$ cat config.mk
export PLATFORM = sky130hd
export DESIGN_NAME = priority_arbiter
export DESIGN_NICKNAME = d
export VERILOG_FILES = /design/src/rtl/prio_pkg.sv /design/src/rtl/prio_find_first.sv /design/src/rtl/priority_arbiter.sv
export SDC_FILE = /design/constraint.sdc
export NUM_CORES = 1
export LEC_CHECK = 0
export BUFFER_PORTS_ARGS = -buffer_cell sky130_fd_sc_hd__buf_2
export CAP_MARGIN = 20
export CORE_ASPECT_RATIO = 0.7
export CORE_MARGIN = 1
export CORE_UTILIZATION = 41
export CTS_CLUSTER_SIZE = 10
export DETAILED_ROUTE_END_ITERATION = 12
export GPL_ROUTABILITY_DRIVEN = 0
export GPL_TIMING_DRIVEN = 0
export PLACE_DENSITY_LB_ADDON = 0.25
export SYNTH_ARGS = -nofsm -noshare
export SYNTH_HDL_FRONTEND = slang
export SYNTH_SLANG_ARGS = --single-unit
$ cat constraint.sdc
create_clock -name clk -period 4.35 [get_ports clk]
set_input_delay 0.6525 -clock clk [delete_from_list [all_inputs] [get_ports clk]]
set_output_delay 0.6525 -clock clk [all_outputs]
set_load 0.03 [all_outputs]
$ cat src/rtl/prio_pkg.sv
// prio_pkg: shared state type, mode constants and clog2 helper for the priority arbiter
package prio_pkg;
   typedef enum logic {IDLE = 1'b0, GRANT = 1'b1} state_t;
   localparam logic MODE_FIXED = 1'b0;
   localparam logic MODE_RR = 1'b1;
   function automatic int clog2(input int v);
      int r;
      r = 0;
      while ((1 << r) < v) r++;
      return r;
   endfunction
endpackage

$ cat src/rtl/prio_find_first.sv
// prio_find_first: first set bit of vec searching upward from start with wrap at N-1
module prio_find_first import prio_pkg::*; #(
   parameter int N = 8,
   localparam int W = (clog2(N) > 1) ? clog2(N) : 1
) (
   input  logic [N-1:0] vec,
   input  logic [W-1:0] start,
   output logic         found,
   output logic [W-1:0] idx
);
   logic [W-1:0] w_pos;
   // scan offsets farthest first so the nearest set bit at or after start is written last
   always_comb begin
      found = 1'b0;
      idx = '0;
      w_pos = '0;
      for (int i = N - 1; i >= 0; i--) begin
         w_pos = W'((int'(start) + i) % N);
         if (vec[w_pos]) begin
            found = 1'b1;
            idx = w_pos;
         end
      end
   end
endmodule

$ cat src/rtl/priority_arbiter.sv
// priority_arbiter: registered fixed/round-robin arbiter with valid/ready grant handshake
module priority_arbiter import prio_pkg::*; #(
   parameter int N = 8,
   localparam int W = (clog2(N) > 1) ? clog2(N) : 1
) (
   input  logic         clk,
   input  logic         rst,
   input  logic [N-1:0] req,
   input  logic         mode,
   output logic         out_valid,
   input  logic         out_ready,
   output logic [W-1:0] out_idx,
   output logic [N-1:0] out_onehot
);
   state_t       r_state, w_state_nxt;
   logic [W-1:0] r_ptr, r_idx, w_ptr_nxt, w_start, w_idx, w_idx_nxt;
   logic [N-1:0] r_onehot, w_onehot_nxt;
   logic         w_arb, w_accept, w_found;

   assign w_accept = (r_state == GRANT) && out_ready;
   assign w_arb = (r_state == IDLE) || out_ready;
   // the pointer advance of an accept is already visible to the arbitration in the same cycle
   assign w_ptr_nxt = w_accept ? ((r_idx == W'(N - 1)) ? '0 : r_idx + W'(1)) : r_ptr;
   assign w_start = (mode == MODE_FIXED) ? '0 : w_ptr_nxt;

   prio_find_first #(.N(N)) u_find (
      .vec(req),
      .start(w_start),
      .found(w_found),
      .idx(w_idx)
   );

   // next state and grant: only an arbitration cycle may change what is presented
   always_comb begin
      w_state_nxt = r_state;
      w_idx_nxt = r_idx;
      w_onehot_nxt = r_onehot;
      if (w_arb) begin
         w_state_nxt = w_found ? GRANT : IDLE;
         w_idx_nxt = w_found ? w_idx : '0;
         w_onehot_nxt = w_found ? (N'(1) << w_idx) : '0;
      end
   end

   // state, pointer and output registers; reset drops a pending grant without accepting it
   always_ff @(posedge clk) begin
      if (rst) begin
         r_state <= IDLE;
         r_ptr <= '0;
         r_idx <= '0;
         r_onehot <= '0;
      end else begin
         r_state <= w_state_nxt;
         r_ptr <= w_ptr_nxt;
         r_idx <= w_idx_nxt;
         r_onehot <= w_onehot_nxt;
      end
   end

   assign out_valid = (r_state == GRANT);
   assign out_idx = r_idx;
   assign out_onehot = r_onehot;
endmodule

Word level (Yosys, flattened, before mapping). Index checks and enable logic that the tools add are counted.

Add/sub/neg operators: 8. Order comparisons: 8. Equality and inequality tests: 1. Shift operators: 1. Multiplexer cells: 38. Bitwise gates (word level): 1. Reduce and logical (&&, ||, !) cells: 2.

Operator list (number): 3-bit two-way mux (12); 3-bit by 4-bit < comparator with 1-bit output (second input constant) (8); 1-bit binary-select mux with 3-bit select (8); 1-bit two-way mux (17); 3-bit adder (second input constant) (4); 8-bit two-way mux (1); 1-bit by 3-bit << shifter with 8-bit output (first input constant) (1); 3-bit by 1-bit adder with 3-bit output (second input constant) (2); 3-bit by 2-bit adder with 3-bit output (second input constant) (2); 3-bit == test (second input constant) (1); 1-bit logical AND (1); 1-bit logical OR (1); 1-bit NOT (1).

Flip-flop bits (word level): 15. Input bits: 12. Output and inout bits: 12.

Depth between registers and ports, before layout. Gate-level depths: netlist (run 1).

Word-level depth: 17. Mapped depth: 14. Depth with buffers taken out: 13.

By module. Synthesis (run 1) repeated with hierarchy kept, for this count alone.

Cell total of the unflattened synthesis: 147. Area, all modules: 1382.6 um^2.

Modules (own cells, without submodules): prio_find_first (times used 1, cells an instance 90, area an instance 782.0 um^2, sequential area each 0.0 um^2); priority_arbiter (times used 1, cells an instance 57, area an instance 600.6 um^2, sequential area each 300.3 um^2).

Least setup slack after synthesis (run 1). No wires, ideal clock.

Path type: register -> register. Start: register r_idx[0] (netlist: out_idx[0]). End: register r_onehot[2] (netlist: out_onehot[2]). Arrival: 3465 ps. Data required time: 4263 ps. Path slack: 798 ps. Cell stages (with the launch flop): 15. Cells stage by stage: dfxtp_1 > ha_1 > ha_1 > and4bb_4 > o21ai_4 > inv_4 > clkbuf_1 > ha_1 > xor2_1 > mux2_2 > a31oi_1 > o21a_1 > o211ai_2 > or3_1 > o31ai_1.

Longest elaborated chain between the ends: 17. Elaborated cells between the ends (all ways): 46. Classes of those cells: add/sub: 8; eq/ne: 1; shift: 1; mux: 36.

Ends and longest elaborated chain: start, declared (RTL line priority_arbiter.sv:16) `logic [W-1:0] r_ptr, r_idx, w_ptr_nxt, w_start, w_idx, w_idx_nxt;`; start signal, assigned (RTL line priority_arbiter.sv:55) `r_idx <= w_idx_nxt;`; 3-bit by 1-bit adder with 3-bit output / 3-bit == test (equally long branches) (RTL line priority_arbiter.sv:23) `assign w_ptr_nxt = w_accept ? ((r_idx == W'(N - 1)) ? '0 : r_idx + W'(1)) : r_ptr;`; 3-bit two-way mux (*) (2 in a row) (RTL line priority_arbiter.sv:23); 3-bit two-way mux (*) (RTL line priority_arbiter.sv:24) `assign w_start = (mode == MODE_FIXED) ? '0 : w_ptr_nxt;`; 3-bit adder (RTL line prio_find_first.sv:18) `w_pos = W'((int'(start) + i) % N);`; 1-bit binary-select mux with 3-bit select (RTL line prio_find_first.sv:19) `if (vec[w_pos]) begin`; 1-bit two-way mux (implied by the code) (RTL line prio_find_first.sv:19); 3-bit two-way mux (8 in a row) (RTL line prio_find_first.sv:19); 1-bit by 3-bit << shifter with 8-bit output (RTL line priority_arbiter.sv:41) `w_onehot_nxt = w_found ? (N'(1) << w_idx) : '0;`; 8-bit two-way mux (*) (RTL line priority_arbiter.sv:41); end signal, assigned (RTL line priority_arbiter.sv:56) `r_onehot <= w_onehot_nxt;`; end, declared (RTL line priority_arbiter.sv:17) `logic [N-1:0] r_onehot, w_onehot_nxt;`.

Mark *: on every way between the ends. The rest lies on a longest branch, timed or not. The select of a mux whose other input is x is not followed. A chain may end at the register's enable or synchronous reset.

Worst setup path in the final report (run 1).
Start: input out_ready. End: register r_onehot[1] (netlist: out_onehot[1]).

Longest elaborated chain between the ends: 16. Elaborated cells between the ends (all ways): 45. Classes of those cells: add/sub: 7; shift: 1; mux: 35; reduce/logical: 2.

Ends and longest elaborated chain: start, declared (RTL line priority_arbiter.sv:11) `input logic out_ready,`; 1-bit logical AND (RTL line priority_arbiter.sv:20) `assign w_accept = (r_state == GRANT) && out_ready;`; 3-bit two-way mux (RTL line priority_arbiter.sv:23); 3-bit two-way mux (RTL line priority_arbiter.sv:24); 3-bit adder (RTL line prio_find_first.sv:18); 1-bit binary-select mux with 3-bit select (RTL line prio_find_first.sv:19); 1-bit two-way mux (implied by the code) (RTL line prio_find_first.sv:19); 3-bit two-way mux (8 in a row) (RTL line prio_find_first.sv:19); 1-bit by 3-bit << shifter with 8-bit output (RTL line priority_arbiter.sv:41); 8-bit two-way mux (RTL line priority_arbiter.sv:41).

Parallel ways exist; a longest one is shown, timed or not. The select of a mux whose other input is x is not followed.

==> results.sh, run 1 <==
export IMPL_worstSetupEndpointType="flip-flop"
export IMPL_drt_pass1_iterations=4
export IMPL_crit_fanout=10
export IMPL_layout_worst_path_cycle_share_pct=91.1
export IMPL_pin_count_of_the_biggest_net_entering_global_routing=11
export IMPL_htreeDepth=1
export IMPL_multiInputGateArea_um2=1180
export IMPL_core_area_um2=3560
export IMPL_pint_mw=0.322
export IMPL_netlist_cell_type_count=53
export IMPL_hold_violations=0
export IMPL_max_slew_worst_pin_slew_ns=0.686
export IMPL_cts_sinks=15
export IMPL_antenna_cells_inserted=0
export IMPL_postSynthCellCount=188
export IMPL_worst_path_most_repeated_cell="buf_2"
export IMPL_max_cap_violations=0
export IMPL_worstSkewPairLatency_ns=0.24
export IMPL_dominantRegCellSynth="dfxtp_1"
export IMPL_route_detailed_wl_per_inst_um=15.4
export IMPL_dp_cells=259
export IMPL_totalNegativeSetupSlack_ns=0
export IMPL_cp_slowest_stage_delay_ns=0.51
export IMPL_synthesis_nets=204
export IMPL_post_cts_sizing=0
export IMPL_port_buffers=21
export IMPL_final_antenna_net_count=0
export IMPL_grt_total_usage_pct=22.5
export IMPL_synth_avg_cell_area_um2=8.21
export IMPL_cellLeakagePower_nw=0.730
export IMPL_placement_rows=18
export IMPL_via_density_per_instance=5.94
export IMPL_highest_count_cells_in_the_layout_ignoring_fill_and_taps="buf_2 (24), nand2_1 (17), dfxtp_1 (15)"
export IMPL_setup_ws_ns=0.389
export IMPL_power_total_mw=0.554
export IMPL_syn_area_um2=1540
export IMPL_pre_cts_ws_ns=0.204
export IMPL_critical_path_source_type="input port"
export IMPL_power_share_combinational_pct=51.4
export IMPL_layoutNonFillerInstCount=263
export IMPL_setup_repair_after_global_routing_missed_its_margin="no"
export IMPL_tritoncts_clock_tree="done"
export IMPL_grt_pass1_wl_mm=6.72
export IMPL_synth_enable_flop_cells=0
export IMPL_drc_errors=0
export IMPL_critical_setup_path_class="in2reg"
export IMPL_power_switching_fraction_pct=41.9
export IMPL_powerDensity_nw_per_um2=315
export IMPL_finalCriticalPeriod_ns=3.96
export IMPL_layout_cells_most_common="buf_2"
export IMPL_crit_required_ns=4.49
export IMPL_post_synth_arst_share_pct=0
export IMPL_maxSlewHeadroom_pct=54.3
export IMPL_seqCellArea_um2=300
export IMPL_routed_wirelength_mm=4.05
export IMPL_antenna_found_initial=0
export IMPL_hold_path_class="reg2reg"
export IMPL_synth_top_cell_area_share_pct=19.4
export IMPL_clock_fmax_mhz=252
export IMPL_detail_route_iter0_violations=176
export IMPL_p_clk_share_pct=19.8
export IMPL_vias=1561
export IMPL_syn2layout_area_growth_pct=13.9
export IMPL_fin_worst_skew_ns=0.00167
export IMPL_holdBufCountCts=0
export IMPL_cts_root_to_sink_buffers=2
export IMPL_place_detailed_hpwl_mm=3.18
export IMPL_cts_root_buffer="clkbuf_8"
export IMPL_crit_path_top_delay_cell="mux4_1"
export IMPL_outcome="complete, no violations"
export IMPL_final_setup_viol_count=0
export IMPL_cts_post_setup_buffers_inserted=0
export IMPL_ys_ff_latch=15
export IMPL_initial_core_util_pct=43.4
export IMPL_nFillCells=374
export IMPL_first_global_vias=1333
export IMPL_die_width_um=75.3
export IMPL_synth_top_area_cell="dfxtp_1"
export IMPL_cts_inserted_buffers=3
export IMPL_drive_gt1_share_pct=21.6
export IMPL_switching_power_mw=0.232
export IMPL_die_h_um=53.3
export IMPL_yosys_top_cells_area="dfxtp_1 (19%), mux2i_1 (5.8%), mux4_2 (5.8%)"
export IMPL_ir_worst_vdd_v=0.000162
export IMPL_final_nets=230
export IMPL_synth_sequential_area_ratio_pct=19.4
export IMPL_path_clk_slew_ns=0.06
export IMPL_grt_remaining_overflow=0
export IMPL_max_slew_violations=0
export IMPL_io_pins=24
export IMPL_design_die_area_um2=4020
export IMPL_seqPwrFrac_pct=28.8
export IMPL_synth_warnings=0
export IMPL_crit_arrival_ns=4.10
export IMPL_timing_critical_path_cells="buf_2, buf_2, a21boi_1, o21ai_4, ha_1, clkbuf_1, mux4_1, mux2i_1, and2_1, o221ai_1, a21oi_1, nor3_2, a32o_1"
export IMPL_hold_ws_ns=0.448
power by group through the flow:
stage	logic, mW	registers, mW	clock network [mW]
global route	0.312	0.161	0.121
CTS	0.282	0.159	0.113
global placement	0.279	0.162	0
floorplan	0.192	0.184	0
finish	0.285	0.159	0.110
detailed placement	0.281	0.162	0
state kept, by name (all words and copies together) (netlist names):
signal / cells
out_idx: 3
out_onehot: 8
r_ptr: 3
out_valid: 1
logic make-up (layout without fill, tap and decap cells):
logic type                 after synthesis  in the layout  synth area share [%]
DFF                                     15             15                  19.4
adders and majority gates                4              4                  3.24
muxes                                   17             17                  15.6
and+or+nand+nor                         70             70                  23.3
buffers and inverters                   14             39                  4.13
xor gates and xnor gates                 5              5                  2.84
AOI/OAI and AO/OA                       63             63                  31.4
cell usage after synthesis (all sizes together), types with 3 or more instances:
master and n:
mux4 5, nor2 11, clkbuf 4, a21oi 10
buf 4, a32o 6, o211ai 9, nor3 6
dfxtp 15, a31oi 4, nor2b 3, and3 3
a32oi 3, and2 7, xnor2 4, o21ai 8
mux2 3, ha 4, inv 6, o31ai 5
nand2b 4, mux2i 9, a21boi 3, nand2 17
nand3 14
final cells by class:
type	instances	area share, %
Buffer	8	2.21
Clock inverter	1	0.285
Timing Repair Buffer	21	5.98
Clock buffer	3	2.35
Tap cell	50	3.56
Multi-Input combinational cell	159	67.1
Inverter	6	1.42
Sequential cell	15	17.1
final timing paths:
check	startpoint	end	slack [ns]	cells past startpoint
hold reg to reg	out_onehot[2]	out_onehot[2]	0.45	2
setup / recovery	out_ready	out_onehot[1]	0.39	13
hold / removal	out_onehot[2]	out_onehot[2]	0.45	2
setup reg to reg	out_idx[0]	out_onehot[6]	0.46	14
routing by layer:
metal	share of wire, %	wire length (um)	vias up	global-route usage, %
met5	0	0	-	0
met4	0	0	0	1.85
met3	7.4	298	0	4.38
met2	41	1660	49	30.5
met1	52	2090	729	36.5
li1	-	-	783	-
through the flow:
stage / util (%) / instance area (um2)
after global placement: 48.1 / 1710
after detailed placement: 48.1 / 1710
after floorplan: - / 1540
final: 49.4 / 1760
after CTS: 49.4 / 1760
after global routing: 49.4 / 1760
worst max-delay path, delay by kind of cell:
| family | cells | cell delay (ns) |
|---|---|---|
| fa+ha+maj | 1 | 0.30 |
| simple gates | 2 | 0.35 |
| buf+inv | 3 | 0.73 |
| compound gates | 5 | 1.23 |
| mux | 2 | 0.84 |
No activity file was read; power rests on OpenSTA's default activity.
==> run 2, diff against run 1 <==
==> constraint.sdc (replaced) <==
create_clock -name clk -period 3.86 [get_ports clk]
set_input_delay 0.579 -clock clk [delete_from_list [all_inputs] [get_ports clk]]
set_output_delay 0.579 -clock clk [all_outputs]
set_load 0.03 [all_outputs]
==> run 2 against run 1 <==
Total power grew 14%. Clock skew is essentially flat. Utilization grew 1.2 points. Global-route usage is the same. Worst setup slack lost 0.19 ns. Sequential share of layout area shrank 0.40 points. Sequential cell count is the same. Via count grew 1.7%. Worst hold slack is essentially flat. Clock-buffer cell count is the same. Sequential power grew 13%. Largest cell class unchanged.
==> results.sh, run 2 (synthesis gave the netlist of run 1 again) <==
export IMPL_outcome="complete, no violations"
export IMPL_drive_gt1_share_pct=25.1
export IMPL_pint_mw=0.368
export IMPL_cts_root_buffer="clkbuf_8"
export IMPL_cp_buffers_inverters=0
export IMPL_nFillCells=371
export IMPL_critical_path_top_delay_family="adder cells"
export IMPL_drc_errors=0
export IMPL_fin_worst_skew_ns=0.00122
export IMPL_power_total_mw=0.633
export IMPL_die_width_um=75.3
export IMPL_setup_ws_ns=0.197
export IMPL_cellLeakagePower_nw=0.747
export IMPL_cts_sinks=15
export IMPL_max_slew_worst_pin_slew_ns=0.674
export IMPL_power_share_combinational_pct=52.0
export IMPL_crit_fanout=9
export IMPL_layout_cells_most_common="buf_2"
export IMPL_final_setup_viol_count=0
export IMPL_setup_repair_after_global_routing_missed_its_margin="no"
export IMPL_clock_fmax_mhz=273
export IMPL_first_element_of_the_critical_path="out_idx[0]"
export IMPL_finalCriticalPeriod_ns=3.66
export IMPL_dp_cells=259
export IMPL_io_pins=24
export IMPL_port_buffers=21
export IMPL_design_die_area_um2=4020
export IMPL_tritoncts_clock_tree="done"
export IMPL_worstSkewPairLatency_ns=0.24
export IMPL_hold_path_class="reg2reg"
export IMPL_layout_worst_path_cycle_share_pct=94.9
export IMPL_grt_pass1_wl_mm=6.72
export IMPL_path_clk_slew_ns=0.06
export IMPL_flip_flop_count_of_the_largest_register_all_copies_and_words_added=8
export IMPL_worstSetupEndpointType="flip-flop"
export IMPL_core_area_um2=3560
export IMPL_timing_hold_worst_start="out_onehot[2]"
export IMPL_pin_count_of_the_biggest_net_entering_global_routing=11
export IMPL_htreeDepth=1
export IMPL_cts_root_to_sink_buffers=2
export IMPL_timing_rr_start="out_idx[0]"
export IMPL_critical_path_source_type="flip-flop"
export IMPL_powerDensity_nw_per_um2=352
export IMPL_initial_core_util_pct=43.4
export IMPL_grt_remaining_overflow=0
export IMPL_holdBufCountCts=0
export IMPL_cts_inserted_buffers=3
export IMPL_maxSlewHeadroom_pct=55.0
export IMPL_antenna_cells_inserted=0
export IMPL_layoutNonFillerInstCount=265
export IMPL_die_h_um=53.3
export IMPL_seqPwrFrac_pct=28.4
export IMPL_routed_wirelength_mm=4.13
export IMPL_hold_violations=0
export IMPL_highest_count_cells_in_the_layout_ignoring_fill_and_taps="buf_2 (24), nand2_1 (17), dfxtp_1 (15)"
export IMPL_timing_critical_path_cells="ha_1, ha_1, and4bb_4, o21ai_4, ha_1, mux4_1, mux2i_1, and2_1, o221ai_1, a21oi_1, nor3_2, a32o_1"
export IMPL_power_switching_fraction_pct=41.9
export IMPL_worst_path_most_repeated_cell="ha_1"
export IMPL_crit_path_top_delay_cell="ha_1"
export IMPL_syn2layout_area_growth_pct=16.6
export IMPL_final_nets=232
export IMPL_cp_slowest_stage_delay_ns=0.58
export IMPL_drt_pass1_iterations=4
export IMPL_via_density_per_instance=5.99
export IMPL_ir_worst_vdd_v=0.000184
export IMPL_p_clk_share_pct=19.6
export IMPL_route_detailed_wl_per_inst_um=15.6
export IMPL_vias=1588
export IMPL_place_detailed_hpwl_mm=3.18
export IMPL_crit_arrival_ns=3.80
export IMPL_grt_total_usage_pct=22.5
export IMPL_switching_power_mw=0.266
export IMPL_max_slew_violations=0
export IMPL_placement_rows=18
export IMPL_antenna_found_initial=0
export IMPL_final_antenna_net_count=0
export IMPL_max_cap_violations=0
export IMPL_critical_setup_path_class="reg2reg"
export IMPL_detail_route_iter0_violations=208
export IMPL_pre_cts_ws_ns=-0.213
export IMPL_crit_required_ns=4.00
export IMPL_layout_core_utilization_pct=50.6
export IMPL_first_global_vias=1333
==> run 2: per-stage QoR <==
step | hold WS (ns) | setup TNS, ns | cell area, um2
finish | 0.448 | 0 | 1800
global route | 0.468 | 0 | 1800
CTS | 0.454 | 0 | 1760
detailed placement | 0.440 | -1.75 | 1710
global placement | 0.438 | -1.67 | 1710
floorplan | 0.580 | 0 | 1540
==> run 2: path summary, 6_finish.rpt <==
check | endpoint | slack, ns | cells after the start
setup reg to reg | out_onehot[1] | 0.20 | 12
setup / recovery | out_onehot[1] | 0.20 | 12
hold reg to reg | out_onehot[2] | 0.45 | 2
hold / removal | out_onehot[2] | 0.45 | 2
==> run 2: layout make-up <==
class	instances	area [um2]	area share, %
plain buffers	7	36.3	2.02
clock buffers	3	41.3	2.29
clock inverters	1	5.00	0.278
inverters	6	25.0	1.39
multi-input cells	159	1200	66.8
flip-flops and latches	15	300	16.7
well taps	50	62.6	3.47
repair buffers	24	128	7.09
==> run 2: tightest hold or removal path: stages, from the launching register on <==
cell and delay (ns):
dfxtp_1 0.32, nand2_1 0.05, o31ai_1 0.05
==> run 2: metal layers <==
metal	up-vias	global-route usage, %	part of all wire [%]
met5	-	0	0
met4	0	1.85	0
met3	0	4.38	6.9
met2	52	30.5	41
met1	747	36.5	52
li1	789	-	-
==> run 2: timing repair <==
| action | CTS | global route |
|---|---|---|
| setup endpoints to repair | 2 | 10 |
| setup buffers | 0 | 3 |
| resized for setup | 1 | 4 |
| gates cloned | 0 | 0 |
| pin swaps | 0 | 1 |
==> run 2: power groups by stage <==
stage | registers (mW) | logic (mW) | clock network [mW]
floorplan | 0.208 | 0.217 | 0
detailed placement | 0.183 | 0.316 | 0
finish | 0.180 | 0.329 | 0.124
CTS | 0.180 | 0.318 | 0.128
global placement | 0.183 | 0.314 | 0
global route | 0.181 | 0.359 | 0.137
==> run 3, diff against run 2 <==
==> constraint.sdc (replaced) <==
create_clock -name clk -period 3.4 [get_ports clk]
set_input_delay 0.51 -clock clk [delete_from_list [all_inputs] [get_ports clk]]
set_output_delay 0.51 -clock clk [all_outputs]
set_load 0.03 [all_outputs]
==> run 3 against run 2 <==
Clock-buffer cell count grew 1. Sequential cell count is the same. Combinational power grew 38%. Sequential share of layout area shrank 1.9 points. Die area is the same. Critical path type unchanged. Largest power group unchanged. Highest routed layer is now met4. Non-clock buffer count grew 15. Wire length grew 9.4%.
==> results.sh, run 3 (synthesis gave the netlist of run 1 again) <==
export IMPL_crit_arrival_ns=3.44
export IMPL_cts_root_to_sink_buffers=2
export IMPL_fin_worst_skew_ns=0.00291
export IMPL_die_h_um=53.3
export IMPL_route_detailed_wl_per_inst_um=16.1
export IMPL_crit_fanout=6
export IMPL_holdBufCountCts=0
export IMPL_drt_pass1_iterations=5
export IMPL_critical_path_endpoint="out_onehot[6]"
export IMPL_place_detailed_hpwl_mm=3.16
export IMPL_path_depth=13
export IMPL_cts_sinks=15
export IMPL_crit_required_ns=3.56
export IMPL_first_element_of_the_critical_path="out_idx[0]"
export IMPL_outcome="complete, no violations"
export IMPL_critical_path_top_delay_family="compound AO/OA/AOI/OAI gates"
export IMPL_timing_rr_start="out_idx[0]"
export IMPL_vias=1718
export IMPL_hold_path_class="reg2reg"
export IMPL_antenna_cells_inserted=0
export IMPL_io_pins=24
export IMPL_grt_total_usage_pct=22.6
export IMPL_use_met3_pct=7.62
export IMPL_worstSetupEndpointType="flip-flop"
export IMPL_detail_route_iter0_violations=153
export IMPL_powerDensity_nw_per_um2=391
export IMPL_logic_depth_of_the_worst_register_to_register_path=13
export IMPL_path_clk_slew_ns=0.06
export IMPL_timing_critical_path_cells="ha_4, and3_1, o21ai_4, buf_4, buf_4, buf_4, o211ai_1, and2_1, mux2_2, o211ai_1, o211ai_2, or3_4, o31ai_1"
export IMPL_grt_remaining_overflow=0
export IMPL_layout_core_utilization_pct=57.9
export IMPL_cts_root_buffer="clkbuf_8"
export IMPL_critical_setup_path_class="reg2reg"
export IMPL_placement_rows=18
export IMPL_final_setup_viol_count=0
export IMPL_critical_path_source_type="flip-flop"
export IMPL_grt_pass1_wl_mm=6.76
export IMPL_drc_errors=0
export IMPL_ir_worst_vdd_v=0.000228
export IMPL_antenna_found_initial=0
export IMPL_worstSkewPairLatency_ns=0.25
export IMPL_totalNegativeSetupSlack_ns=0
export IMPL_worst_path_most_repeated_cell="buf_4"
export IMPL_initial_core_util_pct=43.4
export IMPL_global_route_hottest_layer="met1"
export IMPL_layout_worst_path_cycle_share_pct=96.4
export IMPL_max_slew_worst_pin_slew_ns=0.847
export IMPL_crit_path_top_delay_cell="dfxtp_4"
export IMPL_reg2reg_slack_ns=0.12
export IMPL_finalCriticalPeriod_ns=3.28
export IMPL_drive_gt1_share_pct=35.2
export IMPL_tritoncts_clock_tree="done"
export IMPL_cp_buffers_inverters=3
export IMPL_layout_cells_most_common="buf_2"
export IMPL_flip_flop_count_of_the_largest_register_all_copies_and_words_added=8
export IMPL_cts_inserted_buffers=3
export IMPL_design_die_area_um2=4020
export IMPL_highest_count_cells_in_the_layout_ignoring_fill_and_taps="buf_2 (23), buf_4 (18), nand2_1 (17)"
export IMPL_global_route_usage_met2_pct=32.0
export IMPL_max_slew_violations=0
export IMPL_setup_repair_after_global_routing_missed_its_margin="no"
export IMPL_port_buffers=21
export IMPL_max_cap_violations=0
export IMPL_cellLeakagePower_nw=0.825
export IMPL_hold_violations=0
export IMPL_routed_wirelength_mm=4.52
export IMPL_final_antenna_net_count=0
export IMPL_first_global_vias=1388
export IMPL_syn2layout_area_growth_pct=33.5
export IMPL_r2r_end="out_onehot[6]"
export IMPL_final_nets=247
export IMPL_global_route_usage_met1_pct=33.6
export IMPL_die_width_um=75.3
export IMPL_core_area_um2=3560
export IMPL_maxSlewHeadroom_pct=43.5
export IMPL_cp_slowest_stage_delay_ns=0.36
export IMPL_clock_fmax_mhz=305
export IMPL_pin_count_of_the_biggest_net_entering_global_routing=11
export IMPL_via_density_per_instance=6.14
export IMPL_htreeDepth=1
[run 3: changes by cell type in the layout (fill, tap and decap cells not counted), sizes merged]
cell    change
buf        +15
clkbuf      +1
inv         -1
[run 3: per-stage QoR]
stage	power, mW	setup slack (ns)	hold slack (ns)	instances	cell area, um2
2_1_floorplan	0.484	0.0219	0.517	188	1550
3_3_place_gp	0.566	-0.392	0.439	259	1720
3_5_place_dp	0.565	-0.372	0.447	259	1720
4_1_cts	0.747	0.00466	0.459	274	1910
5_1_grt	0.855	0.00164	0.470	280	2060
6_report	0.807	0.122	0.455	280	2060
[run 3: worst min-delay path, delay by kind of cell, from the launching register on]
kind	cells	cell delay [ns]
DFF	1	0.31
and+or+nand+nor	1	0.05
AOI/OAI and AO/OA	1	0.05
[run 3: final cells by class]
type,count,area [um2]
timing repair buffer,40,251
inverter,6,27.5
clock buffer,4,45.0
fill,331,1500
sequential,15,305
multi-input combinational,159,1320
buffer,6,46.3
tap,50,62.6
[run 3: report_power, final]
group | total [mW] | internal (mW) | switching (mW)
registers | 0.208 | 0.194 | 0.0131
logic | 0.454 | 0.195 | 0.259
clock network | 0.145 | 0.0830 | 0.0618
[run 3: worst min path at each step]
stage,from,to,slack (ns),depth (start not counted)
after floorplan,out_idx[0],out_idx[0],0.52,2
after global placement,out_onehot[3],out_onehot[3],0.44,2
after detailed placement,out_onehot[2],out_onehot[2],0.45,2
after CTS,out_onehot[2],out_onehot[2],0.46,2
after global routing,out_onehot[2],out_onehot[2],0.47,2
final,out_onehot[2],out_onehot[2],0.46,2
[run 3: layer usage]
| layer | share of wire [%] | vias to the layer above |
|---|---|---|
| li1 | - | 819 |
| met1 | 47 | 807 |
| met2 | 43 | 86 |
| met3 | 8.9 | 6 |
| met4 | 0.80 | 0 |
| met5 | 0 | - |
[run 3: repair_timing]
action                                  CTS  global route
buffers inserted                         11             8
endpoints found under the setup margin    9             9
pin swaps                                 3             9
gates resized for setup                  14            19
